File: src/rtl/phy_pkg.sv
// Shared PHY constants: byte width, default comma symbol and the TX lane state encoding.
package phy_pkg;

   localparam int unsigned       BYTE_W    = 8;
   localparam logic [BYTE_W-1:0] COMMA_DEF = 8'hBC;

   typedef enum logic [1:0] {
      ST_RESET  = 2'd0,
      ST_INIT   = 2'd1,
      ST_ACTIVE = 2'd2
   } state_e;

endpackage

File: src/rtl/paralelo_serial_tx.sv
// One TX lane: serialises bytes MSB first at the bit clock, sends an initial comma
// preamble after reset and fills idle byte slots with COMMA.
module paralelo_serial_tx
   import phy_pkg::*;
#(
   parameter logic [BYTE_W-1:0] COMMA       = COMMA_DEF,
   parameter int unsigned       INIT_COMMAS = 4
) (
   input  logic              clk_32f,
   input  logic              reset,
   input  logic [BYTE_W-1:0] data_in,
   input  logic              valid_in,
   output logic              ready_out,
   output logic              serial_out,
   output logic              active_out
);

   localparam logic [3:0] INIT_COMMAS_C = 4'(INIT_COMMAS);

   state_e            state_q, state_d;
   logic [BYTE_W-1:0] shreg_q, shreg_d;
   logic [2:0]        bit_cnt_q, bit_cnt_d;
   logic [3:0]        comma_cnt_q, comma_cnt_d;
   logic              active_q, active_d;
   logic              boundary;

   assign boundary   = (bit_cnt_q == 3'd7);
   assign ready_out  = (state_q == ST_ACTIVE) && boundary;
   assign serial_out = shreg_q[BYTE_W-1];
   assign active_out = active_q;

   always_comb begin
      state_d     = state_q;
      shreg_d     = {shreg_q[BYTE_W-2:0], 1'b0};
      bit_cnt_d   = bit_cnt_q + 3'd1;
      comma_cnt_d = comma_cnt_q;
      case (state_q)
         ST_RESET: begin
            state_d     = ST_INIT;
            shreg_d     = COMMA;
            bit_cnt_d   = 3'd0;
            comma_cnt_d = 4'd0;
         end
         ST_INIT: begin
            if (boundary) begin
               // The byte loaded on the final preamble boundary is itself a comma.
               shreg_d     = COMMA;
               comma_cnt_d = comma_cnt_q + 4'd1;
               if (comma_cnt_q + 4'd1 == INIT_COMMAS_C) begin
                  state_d = ST_ACTIVE;
               end
            end
         end
         ST_ACTIVE: begin
            if (boundary) begin
               if (valid_in) begin
                  shreg_d = data_in;
               end else begin
                  shreg_d = COMMA;
                  if (comma_cnt_q != 4'hF) begin
                     comma_cnt_d = comma_cnt_q + 4'd1;
                  end
               end
            end
         end
         default: begin
            state_d = ST_RESET;
         end
      endcase
      active_d = (state_d == ST_ACTIVE);
   end

   always_ff @(posedge clk_32f or negedge reset) begin
      if (!reset) begin
         state_q     <= ST_RESET;
         shreg_q     <= '0;
         bit_cnt_q   <= 3'd0;
         comma_cnt_q <= 4'd0;
         active_q    <= 1'b0;
      end else begin
         state_q     <= state_d;
         shreg_q     <= shreg_d;
         bit_cnt_q   <= bit_cnt_d;
         comma_cnt_q <= comma_cnt_d;
         active_q    <= active_d;
      end
   end

endmodule

File: config.mk
export PLATFORM = sky130hd
export DESIGN_NAME = paralelo_serial_tx
export DESIGN_NICKNAME = d
export VERILOG_FILES = /design/src/rtl/phy_pkg.sv /design/src/rtl/paralelo_serial_tx.sv
export SDC_FILE = /design/constraint.sdc
export NUM_CORES = 1
export LEC_CHECK = 0
export CORE_MARGIN = 2
export CORE_UTILIZATION = 55
export DETAILED_ROUTE_END_ITERATION = 8
export PLACE_DENSITY = 0.8
export RECOVER_POWER = 100
export SLEW_MARGIN = 0
export SYNTH_ARGS = -nofsm -noshare
export SYNTH_HDL_FRONTEND = slang
export SYNTH_SLANG_ARGS = --single-unit
File: constraint.sdc
create_clock -name clk_32f -period 4.4 [get_ports clk_32f]
set_input_delay 0.44 -clock clk_32f [delete_from_list [all_inputs] [get_ports clk_32f]]
set_output_delay 0.44 -clock clk_32f [all_outputs]
set_load 0.1 [all_outputs]
# == After elaboration in Yosys (flattened, before gate mapping) ==
# Index checks and enable logic that the tools add are counted.
# word_totals
register_bits,18
wordCells,34
input_bits,11
output_inout_bits,3
# op_classes
add_sub_neg,2
mux,13
n_reduce_logical,4
eq_ne,10
# op_table
operator,n
$mux 8,3
$pmux 8 s3,1
$mux 4,4
$pmux 4 s3,1
$ne 2x2->1 const B,3
$pmux 2 s3,1
$reduce_and 5->1,1
$add 4x1->4 const B,1
$eq 2x2->1 const B,2
$eq 4x3->1 const B,1
$mux 2,2
$ne 4x4->1 const B,1
$add 3x1->3 const B,1
$eq 3x3->1 const B,1
$mux 3,1
$reduce_bool 3->1,1
$eq 2x1->1 const B,1
$logic_not 2->1,1
$ne 2x1->1 const B,1
$logic_and 1x1->1,1

# == Logic depth before layout (Yosys ltp) ==
# Gate-level depths: netlist of run 1.
# logic_depth
word_depth,6
mapped_depth,7
depth_no_buf,6

# == Least setup slack after synthesis of run 1 ==
# Ideal clock, no wire load.
# synth_path
kind,flip-flop to flip-flop
from,register state_q[0]
to,register shreg_q[0]
setup_slack_ps,2355
path_buffers,1
setup_ps,66
required_time_ps,4334
synth_period_minus_slack_ps,2045
arrival_ps,1980
path_stages_with_launch,7
path_cell_list,dfrtp_1 > inv_1 > ha_1 > buf_4 > and2_1 > and3_1 > and2_1
# synth_between
elab_chain_len,2
elab_cells_between_ends,4
cone_classes,2 x eq/ne; 1 x mux; 1 x reduce/logical
# synth_rtl
element,line_no,source
start: declaration,paralelo_serial_tx.sv:20,"state_e state_q, state_d;"
start signal: assignment,paralelo_serial_tx.sv:81,state_q <= state_d;
$eq 2x2->1 (tied with other cells),paralelo_serial_tx.sv:37,case (state_q)
$pmux 8 s3 (*),paralelo_serial_tx.sv:37,
net shreg_d[0],paralelo_serial_tx.sv:21,"logic [BYTE_W-1:0] shreg_q, shreg_d;"
end signal: assignment,paralelo_serial_tx.sv:82,shreg_q <= shreg_d;
end: declaration,paralelo_serial_tx.sv:21,
# Mark *: on every way through the listed nets, which the timed path passes. The rest lies on a longest branch.
# A chain may end at the register's enable or synchronous reset.

# == Worst setup path after layout of run 1 ==
# layout_path
from,register state_q[0]
to,output ready_out
# layout_between
elab_chain_len,2
# layout_rtl
element,line_no,source
$eq 2x2->1,paralelo_serial_tx.sv:28,assign ready_out = (state_q == ST_ACTIVE) && boundary;
$logic_and 1x1->1,paralelo_serial_tx.sv:28,
end: declaration,paralelo_serial_tx.sv:13,"output logic ready_out,"
# No other way between the ends.

==> results of run 1 <==
state kept, by name (all words and copies together), names as in the netlist:
name / flops
state_q: 2
bit_cnt_q: 3
comma_cnt_q: 4
active_out: 1
shreg_q: 8
layer usage:
layer  global-route usage (%)  wire length, um  vias up
li1                         -                -      325
met1                     26.6              783      304
met2                     27.5              767       17
met3                     2.86               80        2
met4                     12.1               12        0
met5                        0                0        -
area by class of cell:
cell class | instances | area [um^2]
Fill cell | 119 | 470
Timing Repair Buffer | 13 | 130
Clock buffer | 4 | 36.3
Tap cell | 16 | 20.0
Sequential cell | 18 | 450
Inverter | 6 | 22.5
Multi-Input combinational cell | 58 | 394
path summary, 6_finish.rpt:
path                                   start        endpoint  slack, ps  cells past startpoint
worst max-delay path              state_q[0]       ready_out       1310                      4
worst min-delay path            bit_cnt_q[0]    bit_cnt_q[0]        430                      1
worst max register to register    state_q[0]  comma_cnt_q[3]       2660                      5
worst min register to register  bit_cnt_q[0]    bit_cnt_q[0]        430                      1
max in group asynchronous              reset  comma_cnt_q[0]       3260                      1
min in group asynchronous              reset      shreg_q[6]        660                      1
critical path: stages (launching register included):
cell	delay, ps
dfrtp_1	430
inv_1	130
ha_1	390
and2_0	210
dlygate4sd3_1	1210
report_power, final:
part | switching [W] | leakage, nW | internal (W)
sequential | 0.00000238 | 0.212 | 0.000170
combinational | 0.0000112 | 0.259 | 0.0000119
clock | 0.0000497 | 0.0210 | 0.0000504
cell families (layout without fill, tap and decap cells):
logic type | after synthesis | count (layout) | synth area share, %
AOI/OAI and AO/OA | 24 | 24 | 19.0
buffers and inverters | 8 | 23 | 4.58
muxes | 1 | 1 | 1.11
DFF | 18 | 18 | 50.0
and+or+nand+nor | 26 | 26 | 15.6
adders and majority gates | 7 | 7 | 9.72
stage by stage:
stage / utilization [%] / cells / area, um^2
finish: 69.1 / 115 / 1050
global placement: 67.7 / 111 / 1030
detailed placement: 67.7 / 111 / 1030
CTS: 70.1 / 115 / 1070
floorplan: - / 84 / 901
global route: 69.1 / 115 / 1050
layout by cell type (no fill, tap or decap), types with 2 or more instances in the layout:
cell,count
dfrtp_1,18
nor2_1,11
clkdlybuf4s50_1,9
a21oi_1,7
ha_1,7
inv_1,6
o22ai_1,6
dlygate4sd3_1,4
clkbuf_4,3
nor2b_1,2
a22o_1,2
o21ai_1,2
nand2_1,2
nand3_1,2
==> flow_metrics.tcl, run 1 <==
set metrics [dict create \
    numPortBuffers 13 \
    clock_path_buffers 2 \
    skew_ps 2.87 \
    p_leak_nw 0.491 \
    synth_ff_type "dfrtp_1" \
    path_class "reg -> out" \
    synthesis.nets 102 \
    syn_inst 84 \
    grtUsageTotal_pct 19.1 \
    vdd.ir_drop.worst_mv 0.188 \
    setup_viol 0 \
    p_per_area_nw_per_um2 281 \
    critPathMaxFanout 9 \
    ant_nets 0 \
    yosysSeqAreaShare_pct 50.0 \
    slew_violations 0 \
    cts_root_buf "clkbuf_4" \
    cts-buffers-inserted 3 \
    cts_tree "yes" \
    synth_area_um2 901 \
    clk_latency_ps 290 \
    antenna_found_initial 0 \
    cts.htree.levels 1 \
    hold_path_class "reg -> reg" \
    max_slew_margin_pct 35.0 \
    wl_per_cell_um 14.3 \
    cts.repair.resized 0 \
    post_cts_buffers 0 \
    grt_max_degree 19 \
    worstPathArrival_ps 2650 \
    vias 648 \
    finalPower_w 0.000296 \
    synth_common_cells "dfrtp_1 (18), nor2_1 (11), a21oi_1 (7), ha_1 (7), inv_1 (6)" \
    area_growth_pct 16.9 \
    yosys_warnings 0 \
    rows 14 \
    syn_avg_cell_area_um2 10.7 \
    start_util_pct 59.1 \
    dr.pass1.iters 4 \
    post-dp-hpwl_um 1240 \
    start_kind "flip-flop" \
    cts.sinks 18 \
    max_freq_mhz 323 \
    cts_hold_repair.buffers 0 \
    die_area_um2 1980 \
    io_pins 14 \
    clk_pin_slew_ps 100 \
    synth_top_cells_by_area "dfrtp_1 (50%), ha_1 (9.7%), nor2_1 (4.6%)" \
    grt_pass1_wl_um 2680 \
    ys_seq_elements 18 \
    antenna-diode-count 0 \
    drt-initial-drc-count 21 \
    viasPerCell 5.63 \
    grt_overflow 0 \
    min_period_ps 3090 \
    worst_pin_slew_ps 971 \
    drcViolationCount 0 \
    synth_async_sr_flop_share_pct 100 \
    nNetsFinal 118 \
    cp-end-kind "primary output" \
    grt_pass1_vias 629 \
    drive_gt1_share_pct 6.06 \
    holdWs_ps 430 \
    detail_route.wirelength_um 1640 \
    synth_top_cell_by_area "dfrtp_1" \
    synth-edff-count 0 \
    drv_cap 0 \
    dp_slack_ps 1700 \
    cp_data_required_time_ps 3960 \
    place.gp.congestion 0.777 \
    fin_tns_setup_ps 0 \
    rsz0062_at_grt "no" \
    die_w_um 44.5 \
    fp.coreArea_um2 1520 \
    finalHoldViolCount 0 \
    synth_top_area_share_pct 50.0 \
    min_period_over_period_pct 70.3 \
    synth_most_common_cell "dfrtp_1" \
    status "completed" \
    worst_slack_ps 1310 \
    ys_types 30 \
    die_h_um 44.5 \
]
Note: power is estimated with default switching activity, not from simulation.
==> run 2: changes to the inputs <==
- CORE_UTILIZATION: 55 -> 51
- PLACE_DENSITY: 0.8 -> 0.75
- clock period: 4.4 -> 3.15 ns (I/O delays scaled with it)
==> run 2 against run 1 <==
  * Register-to-register slack worse by 1200 ps
  * Non-clock buffer count unchanged
  * Utilization down 7.6 points
  * Clock skew down 2.0 ps
  * Total power up 29%
  * Die area up 7.1%
  * Sequential power up 40%
  * Largest cell class unchanged
  * Highest routed layer unchanged
==> flow_metrics.tcl, run 2 (synthesis results as in run 1) <==
set metrics [dict create \
    holdPathEnd "bit_cnt_q[0]" \
    viasPerCell 5.49 \
    antenna-diode-count 0 \
    reg2reg_from "state_q[0]" \
    cts.sinks 18 \
    slowest_stage "dlygate4sd3_1" \
    grt_max_degree 19 \
    cp_data_required_time_ps 2830 \
    drt-initial-drc-count 6 \
    cts_root_buf "clkbuf_4" \
    place.gp.congestion 0.764 \
    dr.pass1.iters 4 \
    critPathBufInv 1 \
    worstPathArrival_ps 1800 \
    whs_path_depth 1 \
    drive_gt1_share_pct 6.12 \
    cp-end-kind "primary output" \
    internal_power_w 0.000299 \
    rows 15 \
    p_clk_share_pct 28.5 \
    skew_ps 0.910 \
    reg2reg_setup_slack_ps 1420 \
    grt_pass1_vias 592 \
    area_growth_pct 15.3 \
    drv_cap 0 \
    detail_route.wirelength_um 1560 \
    fillCellCount 159 \
    die_area_um2 2120 \
    numPortBuffers 13 \
    vdd.ir_drop.worst_mv 0.254 \
    start_kind "flip-flop" \
    wl_per_cell_um 13.6 \
    grt_pass1_wl_um 2560 \
    io_pins 14 \
    r2r-end "comma_cnt_q[3]" \
    design_area_um2 1040 \
    hp-start "bit_cnt_q[0]" \
    seqCellArea_um2 450 \
    nNetsFinal 118 \
    slew_violations 0 \
    clock_path_buffers 2 \
    post-dp-hpwl_um 1180 \
    vias 631 \
    cts.htree.levels 1 \
    fin_tns_setup_ps 0 \
    grtUsageTotal_pct 17.0 \
    path_cells "dlygate4sd3_1" \
    worst_slack_ps 1040 \
    min_period_over_period_pct 67.1 \
    sequentialPowerShare_pct 63.0 \
    antenna_found_initial 0 \
    die_w_um 46.0 \
    post_cts_buffers 0 \
    min_period_ps 2110 \
    path_class "reg -> out" \
    reg_top3 "shreg_q: 8 flops, comma_cnt_q: 4 flops, bit_cnt_q: 3 flops" \
    finalHoldViolCount 0 \
    start_util_pct 53.3 \
    finalPower_w 0.000382 \
    drcViolationCount 0 \
    clk_latency_ps 280 \
    grt_overflow 0 \
    final_cell_mix "dfrtp_1 (18), nor2_1 (11), clkdlybuf4s50_1 (9)" \
    cts_tree "yes" \
    combPwrFrac_pct 8.5 \
    ant_nets 0 \
    cpPeakStageDelay_ps 1190 \
    setup_viol 0 \
    post_dp_cell_area_um2 1030 \
    die_h_um 46.0 \
    max_freq_mhz 473 \
    layout_commonest_cell "dfrtp_1" \
    p_per_area_nw_per_um2 367 \
    regMostFlops "shreg_q" \
    cts.repair.resized 0 \
    max_slew_margin_pct 35.0 \
    worst_pin_slew_ps 972 \
    switchingPower_w 0.0000830 \
    critPathMaxFanout 1 \
    rsz0062_at_grt "no" \
    cts-buffers-inserted 3 \
    cpLargestDelayFamily "buffers and inverters" \
    largest_reg_flops 8 \
    swShare_pct 21.7 \
    ff2ff_path_depth 5 \
    p_leak_nw 0.482 \
    cts_hold_repair.buffers 0 \
    multi_input_area_um2 394 \
    clk_pin_slew_ps 90 \
    fp.coreArea_um2 1690 \
    dp_slack_ps 1410 \
    hold_path_class "reg -> reg" \
    status "completed" \
]
[run 2: cell types whose count changed in the layout (fill, tap and decap cells not counted)]
cell	change
and2_0	+1
and2_1	-1
buf_4	+1
clkbuf_8	-1
dlygate4sd3_1	-1
o21ai_0	+1
o21ai_1	-1
[run 2: layout make-up]
class	instances	share of cell area (%)
well taps	17	2.05
clock buffers	3	2.17
multi-input cells	58	38.0
inverters	6	2.17
repair buffers	13	12.3
flip-flops and latches	18	43.4
[run 2: per-layer routing]
layer  part of all wire, %  vias up  track usage (%)
li1                      -      326                -
met1                    52      290             25.1
met2                    44       13             25.6
met3                   3.5        2             2.38
met4                   1.1        0             5.14
met5                     0        -                0
[run 2: power groups by stage]
stage | Sequential (W) | Combinational [W] | Clock, W
after global placement | 0.000245 | 0.0000330 | 0
after CTS | 0.000241 | 0.0000333 | 0.000114
after detailed placement | 0.000245 | 0.0000331 | 0
final | 0.000240 | 0.0000323 | 0.000109
after global routing | 0.000241 | 0.0000359 | 0.000121
after floorplan | 0.000249 | 0.00000846 | 0
[run 2: worst max path at each step]
stage	startpoint	end	slack (ps)	cells past startpoint
final	active_out	active_out	1040	1
after CTS	active_out	active_out	1090	1
after global routing	state_q[0]	ready_out	960	4
after global placement	active_out	active_out	1420	1
after floorplan	state_q[0]	shreg_q[0]	1100	6
after detailed placement	active_out	active_out	1410	1
[run 2: stage by stage]
stage                     instances  hold slack (ps)  utilization [%]
after floorplan                  84             19.4                -
after global placement          112              414             61.0
after detailed placement        112              430             61.0
after CTS                       115              442             62.4
after global routing            115              482             61.5
final                           115              438             61.5
==> run 3: changes to the inputs <==
- CORE_UTILIZATION: 51 -> 46
- PLACE_DENSITY: 0.75 -> 0.72
- clock period: 3.15 -> 1.8 ns (I/O delays scaled with it)
==> run 3 against run 2 <==
  * Flip-flop and latch count is the same
  * First-iteration DRC count grew to 3.2 times the previous value
  * Combinational power grew 79%
  * Final cell count grew 11%
  * Design area grew 4.9%
  * Clock power grew 120%
  * Critical path depth grew 3
  * Hold slack gained 5.4 ps
  * Sequential power grew 75%
  * Routed wire length grew 11%
  * Utilization shrank 4.2 points
==> flow_metrics.tcl, run 3 (synthesis results as in run 1) <==
set metrics [dict create \
    status "completed" \
    detail_route.wirelength_um 1730 \
    die_w_um 48.3 \
    cts.sinks 18 \
    vdd.ir_drop.worst_mv 0.528 \
    reg_top3 "shreg_q: 8 flops, comma_cnt_q: 4 flops, bit_cnt_q: 3 flops" \
    final_cell_mix "dfrtp_1 (18), nor2_1 (11), clkdlybuf4s50_1 (9)" \
    sequentialPowerShare_pct 58.3 \
    drt-initial-drc-count 19 \
    die_h_um 48.3 \
    largest_reg_flops 8 \
    clk_latency_ps 290 \
    cts.htree.levels 1 \
    grtUsageTotal_pct 16.8 \
    worstPathArrival_ps 1550 \
    cts-buffers-inserted 3 \
    drv_cap 0 \
    layout_commonest_cell "dfrtp_1" \
    viasPerCell 5.30 \
    p_per_area_nw_per_um2 662 \
    cts_tree "yes" \
    grt_pass1_wl_um 2680 \
    start_util_pct 47.4 \
    rsz0062_at_grt "no" \
    path_class "reg -> out" \
    fin_tns_setup_ps 0 \
    die_area_um2 2330 \
    grt_max_degree 19 \
    cp_data_required_time_ps 1620 \
    fp.coreArea_um2 1900 \
    critPathMaxFanout 6 \
    start_kind "flip-flop" \
    clk_pin_slew_ps 90 \
    ant_nets 0 \
    grt_overflow 0 \
    reg2reg_setup_slack_ps 160 \
    antenna_found_initial 0 \
    post_dp_cell_area_um2 1070 \
    io_pins 14 \
    switchingPower_w 0.000154 \
    skew_ps 4.68 \
    rows 16 \
    min_period_over_period_pct 96.0 \
    post_cts_buffers 0 \
    slew_violations 0 \
    min_period_ps 1730 \
    grt_pass1_vias 638 \
    regMostFlops "shreg_q" \
    drcViolationCount 0 \
    internal_power_w 0.000568 \
    cp-end-kind "primary output" \
    cts_hold_repair.buffers 0 \
    vias 679 \
    combPwrFrac_pct 8.0 \
    drive_gt1_share_pct 11.9 \
    clock_path_buffers 2 \
    antenna-diode-count 0 \
    dr.pass1.iters 4 \
    nNetsFinal 120 \
    finalHoldViolCount 0 \
    p_clk_share_pct 33.7 \
    fillCellCount 175 \
    place.gp.congestion 0.848 \
    max_freq_mhz 579 \
    design_area_um2 1090 \
    wl_per_cell_um 13.5 \
    numPortBuffers 13 \
    worst_pin_slew_ps 962 \
    post-dp-hpwl_um 1270 \
    setup_viol 0 \
    cts_root_buf "clkbuf_4" \
    swShare_pct 21.3 \
    area_growth_pct 21.0 \
    p_leak_nw 0.501 \
    hold_path_class "reg -> reg" \
    max_slew_margin_pct 35.9 \
]
## run 3: cell count changes in the layout (fill, tap and decap cells not counted), sizes merged
cell,previous run,this run
clkbuf,3,8
dlygate4sd3,3,1
## run 3: layout make-up
| cell class | instances | area [um^2] | share of cell area (%) |
|---|---|---|---|
| clock buffers | 4 | 36.3 | 3.33 |
| inverters | 6 | 22.5 | 2.07 |
| multi-input cells | 58 | 414 | 38.0 |
| flip-flops and latches | 18 | 450 | 41.3 |
| well taps | 27 | 33.8 | 3.10 |
| repair buffers | 15 | 133 | 12.2 |
## run 3: metal layers
layer	vias to the layer above	track usage, %	wire length [um]
li1	330	-	-
met1	329	23.6	804
met2	16	24.7	840
met3	4	2.22	56
met4	0	9.73	28
met5	-	0	0
## run 3: path summary, 6_finish.rpt
path                                   start        endpoint  depth (start not counted)
worst min register to register  bit_cnt_q[0]    bit_cnt_q[0]                          1
min in group asynchronous              reset      shreg_q[7]                          2
worst min-delay path            bit_cnt_q[0]    bit_cnt_q[0]                          1
max in group asynchronous              reset  comma_cnt_q[0]                          2
worst max-delay path            bit_cnt_q[0]       ready_out                          4
worst max register to register    state_q[1]      active_out                          6
## run 3: timing repair
action,in CTS,in global routing
resized for setup,1,1
endpoints found under the hold margin,0,0
endpoints found under the setup margin,1,1
## run 3: through the flow
| stage | hold WS (ps) | total power [W] | std cells | worst slack [ps] | util (%) |
|---|---|---|---|---|---|
| 2_1_floorplan | -116 | 0.000451 | 84 | 44.2 | - |
| 4_1_cts | 210 | 0.000739 | 128 | 37.9 | 58.2 |
| 3_3_place_gp | 418 | 0.000488 | 124 | 216 | 56.1 |
| 3_5_place_dp | 429 | 0.000490 | 124 | 137 | 56.1 |
| 6_report | 444 | 0.000722 | 128 | 71.5 | 57.3 |
| 5_1_grt | 458 | 0.000760 | 128 | 21.7 | 57.3 |
## run 3: worst max-delay path, stage by stage, from the launching register on
cell,delay (ps)
dfrtp_1,400
ha_1,210
ha_1,260
and2_2,220
buf_8,170
## run 3: power by group through the flow
stage / sequential, W / combinational (W) / clock [W]
3_5_place_dp: 0.000429 / 0.0000608 / 0
4_1_cts: 0.000421 / 0.0000611 / 0.000257
2_1_floorplan: 0.000436 / 0.0000148 / 0
3_3_place_gp: 0.000428 / 0.0000594 / 0
6_report: 0.000421 / 0.0000577 / 0.000243
5_1_grt: 0.000422 / 0.0000635 / 0.000274
